## src/rtl/csi2_packet_scheduler.sv

```systemverilog
// CSI-2 packet scheduler: turns frame/line event pulses into registered short/long
// packet controls, tracks frame/line/byte counts and delays the byte stream.
module csi2_packet_scheduler #(
  parameter int DATA_DELAY          = 3,
  parameter bit FRAME_NUMBER_ENABLE = 1'b1,
  parameter int FRAME_NUMBER_MAX    = 65535
) (
  input  logic        clock_camera_byte,
  input  logic        reset_camera_byte_n,
  input  logic [15:0] image_x_size_in,
  input  logic [1:0]  data_mode_in,
  input  logic [1:0]  virtual_channel_in,
  input  logic        fv_start_in,
  input  logic        fv_end_in,
  input  logic        lv_start_in,
  input  logic        lv_end_in,
  input  logic        byte_data_en_in,
  input  logic [7:0]  byte_data_in,
  input  logic        txfr_en_in,
  output logic        sp_en_out,
  output logic        lp_en_out,
  output logic [5:0]  dt_out,
  output logic [1:0]  vc_out,
  output logic [15:0] wc_out,
  output logic [7:0]  byte_data_out,
  output logic        byte_data_en_out,
  output logic        txfr_en_out,
  output logic [15:0] frame_number_out,
  output logic [15:0] line_count_out,
  output logic        config_error_out,
  output logic        protocol_error_out,
  output logic        length_error_out
);
  localparam logic [15:0] FN_MAX = 16'(FRAME_NUMBER_MAX);

  typedef enum logic [1:0] {IDLE, FRAME, LINE} state_t;
  state_t state, state_nxt;

  function automatic logic [19:0] long_wc(input logic [1:0] m, input logic [15:0] x);
    case (m)
      2'd0:    long_wc = {4'd0, x};
      2'd1:    long_wc = ({4'd0, x} * 20'd10) >> 3;
      2'd2:    long_wc = ({4'd0, x} * 20'd3) >> 1;
      default: long_wc = {3'd0, x, 1'b0};
    endcase
  endfunction

  function automatic logic [5:0] long_dt(input logic [1:0] m);
    case (m)
      2'd0:    long_dt = 6'h2A;
      2'd1:    long_dt = 6'h2B;
      2'd2:    long_dt = 6'h2C;
      default: long_dt = 6'h22;
    endcase
  endfunction

  // Long packet parameters are resolved once per frame from the latched config.
  logic [5:0]  dt_long_q;
  logic [15:0] wc_long_q, byte_cnt;
  logic [1:0]  vc_q;

  logic        ev_fs, ev_fe, ev_ls, ev_le, multi;
  logic [19:0] cfg_wc;
  logic        cfg_bad;
  logic [15:0] fn_inc, cnt_inc;

  logic        sp_nxt, lp_nxt, proto_nxt, cfg_nxt, len_nxt, latch;
  logic [5:0]  dt_nxt;
  logic [1:0]  vc_nxt;
  logic [15:0] wc_nxt, fn_nxt, line_nxt, cnt_nxt;

  // Only the highest-priority event of a cycle is considered; the rest are dropped.
  assign ev_fs = fv_start_in;
  assign ev_fe = fv_end_in & ~fv_start_in;
  assign ev_ls = lv_start_in & ~fv_start_in & ~fv_end_in;
  assign ev_le = lv_end_in & ~fv_start_in & ~fv_end_in & ~lv_start_in;
  assign multi = (fv_start_in & (fv_end_in | lv_start_in | lv_end_in)) |
                 (fv_end_in & (lv_start_in | lv_end_in)) | (lv_start_in & lv_end_in);

  assign cfg_wc  = long_wc(data_mode_in, image_x_size_in);
  assign cfg_bad = (data_mode_in == 2'd1 && image_x_size_in[1:0] != 2'b00) ||
                   (data_mode_in == 2'd2 && image_x_size_in[0]) ||
                   image_x_size_in == 16'd0 || cfg_wc > 20'h0FFFF;
  assign fn_inc  = (frame_number_out == 16'd0 || frame_number_out >= FN_MAX) ? 16'd1
                                                                             : frame_number_out + 16'd1;
  assign cnt_inc = (byte_data_en_in && byte_cnt != 16'hFFFF) ? byte_cnt + 16'd1 : byte_cnt;

  always_ff @(posedge clock_camera_byte or negedge reset_camera_byte_n)
    if (!reset_camera_byte_n) state <= IDLE;
    else                      state <= state_nxt;

  always_comb begin
    state_nxt = state;
    sp_nxt    = 1'b0;
    lp_nxt    = 1'b0;
    proto_nxt = multi;
    cfg_nxt   = 1'b0;
    len_nxt   = 1'b0;
    latch     = 1'b0;
    dt_nxt    = dt_out;
    vc_nxt    = vc_out;
    wc_nxt    = wc_out;
    fn_nxt    = frame_number_out;
    line_nxt  = line_count_out;
    cnt_nxt   = (state == LINE) ? cnt_inc : byte_cnt;
    if (ev_fs) begin
      if (state == IDLE) begin
        state_nxt = FRAME;
        sp_nxt    = 1'b1;
        dt_nxt    = 6'h00;
        vc_nxt    = virtual_channel_in;
        wc_nxt    = FRAME_NUMBER_ENABLE ? fn_inc : 16'd0;
        fn_nxt    = fn_inc;
        line_nxt  = 16'd0;
        latch     = 1'b1;
        cfg_nxt   = cfg_bad;
      end else proto_nxt = 1'b1;
    end else if (ev_fe) begin
      if (state == IDLE) proto_nxt = 1'b1;
      else begin
        // FE inside a line aborts it: no length check, no line increment.
        if (state == LINE) proto_nxt = 1'b1;
        state_nxt = IDLE;
        sp_nxt    = 1'b1;
        dt_nxt    = 6'h01;
        vc_nxt    = vc_q;
        wc_nxt    = FRAME_NUMBER_ENABLE ? frame_number_out : 16'd0;
      end
    end else if (ev_ls) begin
      if (state == FRAME) begin
        state_nxt = LINE;
        lp_nxt    = 1'b1;
        dt_nxt    = dt_long_q;
        vc_nxt    = vc_q;
        wc_nxt    = wc_long_q;
        cnt_nxt   = 16'd0;
      end else proto_nxt = 1'b1;
    end else if (ev_le) begin
      if (state == LINE) begin
        state_nxt = FRAME;
        line_nxt  = (line_count_out == 16'hFFFF) ? line_count_out : line_count_out + 16'd1;
        len_nxt   = (cnt_inc != wc_long_q);
      end else proto_nxt = 1'b1;
    end
  end

  always_ff @(posedge clock_camera_byte or negedge reset_camera_byte_n)
    if (!reset_camera_byte_n) begin
      sp_en_out          <= 1'b0;
      lp_en_out          <= 1'b0;
      dt_out             <= 6'h00;
      vc_out             <= 2'd0;
      wc_out             <= 16'd0;
      frame_number_out   <= 16'd0;
      line_count_out     <= 16'd0;
      config_error_out   <= 1'b0;
      protocol_error_out <= 1'b0;
      length_error_out   <= 1'b0;
      dt_long_q          <= 6'h2A;
      wc_long_q          <= 16'd0;
      vc_q               <= 2'd0;
      byte_cnt           <= 16'd0;
    end else begin
      sp_en_out          <= sp_nxt;
      lp_en_out          <= lp_nxt;
      dt_out             <= dt_nxt;
      vc_out             <= vc_nxt;
      wc_out             <= wc_nxt;
      frame_number_out   <= fn_nxt;
      line_count_out     <= line_nxt;
      config_error_out   <= cfg_nxt;
      protocol_error_out <= proto_nxt;
      length_error_out   <= len_nxt;
      byte_cnt           <= cnt_nxt;
      if (latch) begin
        dt_long_q <= long_dt(data_mode_in);
        wc_long_q <= cfg_wc[15:0];
        vc_q      <= virtual_channel_in;
      end
    end

  // Payload pipeline runs regardless of packet state.
  logic [DATA_DELAY:1][7:0] data_pipe;
  logic [DATA_DELAY:1]      vld_pipe;

  always_ff @(posedge clock_camera_byte or negedge reset_camera_byte_n)
    if (!reset_camera_byte_n) begin
      data_pipe   <= '0;
      vld_pipe    <= '0;
      txfr_en_out <= 1'b0;
    end else begin
      data_pipe[1] <= byte_data_in;
      vld_pipe[1]  <= byte_data_en_in;
      for (int i = 2; i <= DATA_DELAY; i++) begin
        data_pipe[i] <= data_pipe[i-1];
        vld_pipe[i]  <= vld_pipe[i-1];
      end
      txfr_en_out <= txfr_en_in;
    end

  assign byte_data_out    = data_pipe[DATA_DELAY];
  assign byte_data_en_out = vld_pipe[DATA_DELAY];
endmodule

```

## config.mk

```make
export PLATFORM = sky130hd
export DESIGN_NAME = csi2_packet_scheduler
export DESIGN_NICKNAME = d
export VERILOG_FILES = /design/src/rtl/csi2_packet_scheduler.sv
export SDC_FILE = /design/constraint.sdc
export NUM_CORES = 1
export LEC_CHECK = 0
export CAP_MARGIN = 20
export CORE_ASPECT_RATIO = 1.25
export CORE_MARGIN = 2
export CORE_UTILIZATION = 56
export DETAILED_ROUTE_END_ITERATION = 8
export PLACE_DENSITY = 0.93
export SLEW_MARGIN = 20
export SYNTH_ARGS = -nofsm -noshare
export SYNTH_HDL_FRONTEND = slang
export SYNTH_SLANG_ARGS = --single-unit
```

## constraint.sdc

```tcl
create_clock -name clock_camera_byte -period 3.3 [get_ports clock_camera_byte]
set_clock_uncertainty 0.1 [all_clocks]
set_input_delay 0.495 -clock clock_camera_byte [delete_from_list [all_inputs] [get_ports clock_camera_byte]]
set_output_delay 0.495 -clock clock_camera_byte [all_outputs]
set_load 0.05 [all_outputs]
```

==> impl_metrics.ini <==
[routing]
wl_per_cell_um = 18.55
routed_wl_mm = 22.70
firstDrtPassIters = 6
detail_route.iter0.violations = 782
vias_per_cell = 6.209
route.vias.total = 7600
postRouteAntennaNets = 0
drcViolationCount = 0

[grt]
grt_pass1_wl_mm = 37.93
gr-total-overflow = 0
grt_use_total_pct = 29.79
grt_pass1_vias = 7762
antenna_found_initial = 0
grt_max_degree = 58

[synth]
ys.flop_type = dfrtp_1
ys_ff_latch = 128
synth_cell_types = 68
syn_inst = 896
seq_area_frac_synth_pct = 38.95
syn_nets = 990
synth_async_sr_flop_share_pct = 100.0
syn_area_mm2 = 0.008230
avgSynthCellArea_um2 = 9.186
synth_edf_count = 0
synth_warnings = 0

[worst_setup_path]
critical_path_class = in2reg
cp.depth = 15
start_kind = input pin
required_ns = 3.50
cpPeakStageDelay_ns = 0.46
rr_worst_depth = 8
crit_family = adder cells
arrival_ns = 3.36
crit_buf_inv = 4
path_cells = clkdlybuf4s50_1 -> ha_1 -> ha_1 -> inv_1 -> fa_1 -> nor2b_2 -> o31ai_1 -> buf_4 -> a21oi_2 -> o311a_1 -> o21ai_0 -> buf_4 -> o22ai_1 -> mux2i_1 -> a31oi_1
cp-end-kind = register
crit_path_max_fanout = 3
critPathSlowestCell = clkdlybuf4s50_1

[final_layout]
final_cell_mix = 126 x dfrtp_1, 108 x nand2_1, 104 x clkdlybuf4s50_1, 92 x o21ai_0, 72 x nor2_1
fill_cells = 946
final_cells = 1224
regArea_mm2 = 0.003206
syn_to_final_growth_pct = 25.81
final_core_util_pct = 71.87
layout-drive-gt1-share_pct = 13.48
antenna_cells = 0
mostFrequentLayoutCell = dfrtp_1
fin_nets = 1127
multi_input_area_mm2 = 0.004702

[sta]
post-route-min-period_ns = 3.164
clock.fmax_ghz = 0.3161
timing.hold.ws_ns = 0.005586
finalCritPeriodShare_pct = 95.87
final.setup.worst_slack_ns = 0.1364
setup_viol = 0
tightest_slew_ns = 0.7466
slew_viol_final = 0
relSlewSlack_pct = 49.77
finalHoldViolations = 0

[clock_network]
cts.htree.levels = 4
cts-root-buf = clkbuf_16
cts_buffer_depth = 2
clk_pin_slew_ns = 0.06
clock_latency_ns = 0.42
cts_tree = done
post_cts_buffers = 0
clock-sinks = 128
cts_inserted_buffers = 17

[floorplan]
die_y_um = 139.5
start_util_pct = 57.13
fp.dieW_um = 112.4
core_mm2 = 0.01441
num_rows = 49
io_pins = 107
dieArea_mm2 = 0.01569

[power]
p_per_area_mw_per_mm2 = 560.6
vdd_ir_drop_max_mv = 0.4177
p_leak_nw = 4.613

[place]
place.gp.congestion = 0.9798
port_buffers = 105
place_inst = 1192
pre_cts_slack_ns = -0.3573
dpl.hpwl_mm = 15.90

[outcome]
outcome = finished, final reports clean

[min_path]
worstHoldPathType = in2async

[flow_run]
maxCapViolCount = 0
==> path summary, 6_finish.rpt <==
check,from,endpoint,slack (ns)
max reg2reg,byte_cnt[5],length_error_out,0.20
max,image_x_size_in[3],wc_long_q[15],0.14
max in group asynchronous,reset_camera_byte_n,dt_long_q[3],2.31
min in group clock_camera_byte,data_pipe[13],byte_data_out[5],0.25
min,reset_camera_byte_n,wc_out[10],0.006
min reg2reg,data_pipe[13],byte_data_out[5],0.25
==> cells by family (layout without fill, tap and decap cells) <==
kind of cell / count (synthesis) / in the layout / share of synthesized area [%]
adder cells (fa/ha/maj): 58 / 58 / 9.000
AND/OR/NAND/NOR: 301 / 301 / 17.57
other: 1 / 1 / 0.04556
buffers and inverters: 81 / 231 / 4.181
AO/OA/AOI/OAI: 211 / 211 / 15.69
XOR/XNOR: 78 / 78 / 8.300
multiplexers: 38 / 38 / 6.263
flip-flops: 128 / 128 / 38.95
==> synth_stat cells (3+ instances only) <==
library cell  count  area share [%]
a31o_2            3            0.32
nand4_1          13            0.99
o21a_1            8            0.73
nand2b_1          7            0.53
xnor2_1          35             3.7
mux4_2            9             2.5
mux2i_1          11             1.3
mux2_2           18             2.5
or3_1             8            0.61
buf_1             6            0.27
nor2b_1          11            0.84
nor3_1           15            0.91
nand3_1          22             1.3
xor2_1           43             4.6
a211oi_1          6            0.55
and2_1            4            0.30
a21oi_1          37             2.2
dfrtp_1         126              38
nor2_1           72             3.3
o21bai_1          3            0.27
a2111oi_0         5            0.53
a21o_1            9            0.82
and3_1           15             1.1
o211ai_1          6            0.55
o22ai_1           3            0.23
buf_4            10            0.91
ha_1             56             8.5
o21ai_0          92             5.6
nor4_1            4            0.30
a31oi_1          10            0.76
nand2_1         108             4.9
a22o_1            3            0.32
o31ai_1           8            0.73
and4_1            7            0.74
inv_1            27             1.2
clkbuf_1         34             1.6
==> registers in the layout, summed over array words and instances, names as in the netlist <==
register / count
byte_cnt: 16
data_pipe: 16
frame_number_out: 16
line_count_out: 16
wc_long_q: 16
wc_out: 16
byte_data_out: 8
dt_out: 5
dt_long_q: 4
vld_pipe: 3
state: 2
vc_out: 2
vc_q: 2
config_error_out: 1
length_error_out: 1
lp_en_out: 1
protocol_error_out: 1
sp_en_out: 1
txfr_en_out: 1
==> layout make-up <==
class                           instances  area share, %
Clock buffer                           21          4.447
Clock inverter                         11          1.027
Inverter                               29          1.051
Multi-Input combinational cell        687          45.41
Sequential cell                       128          30.96
Tap cell                              178          2.151
Timing Repair Buffer                  170          14.96
==> power by group <==
| part | switching, mW | internal [mW] | total, mW | leakage [nW] |
|---|---|---|---|---|
| Sequential | 0.298 | 1.79 | 2.09 | 1.63 |
| Combinational | 1.16 | 0.768 | 1.93 | 2.71 |
| Clock | 0.706 | 1.08 | 1.79 | 0.270 |
==> through the flow <==
step / power [mW] / area [um2] / TNS, ns
after floorplan: 3.235 / 8230 / 0
after detailed placement: 3.955 / 9767 / -2.324
after global routing: 6.044 / 10350 / -0.09043
final: 5.805 / 10350 / 0
after CTS: 5.773 / 10330 / 0
after global placement: 3.882 / 9767 / -1.201
==> what timing repair did <==
| item | CTS | global route |
|---|---|---|
| resized for setup | 0 | 6 |
| endpoints found under the setup margin | 0 | 5 |
| hold buffers | 0 | 0 |
==> layer usage <==
metal / vias to the layer above / track usage (%) / wire length (um)
met5: - / 0 / 0
met4: 0 / 16.56 / 1321
met3: 117 / 5.923 / 1717
met2: 439 / 51.90 / 11330
met1: 3598 / 34.08 / 8339
li1: 3446 / - / -
(Power assumes the default switching activity.)
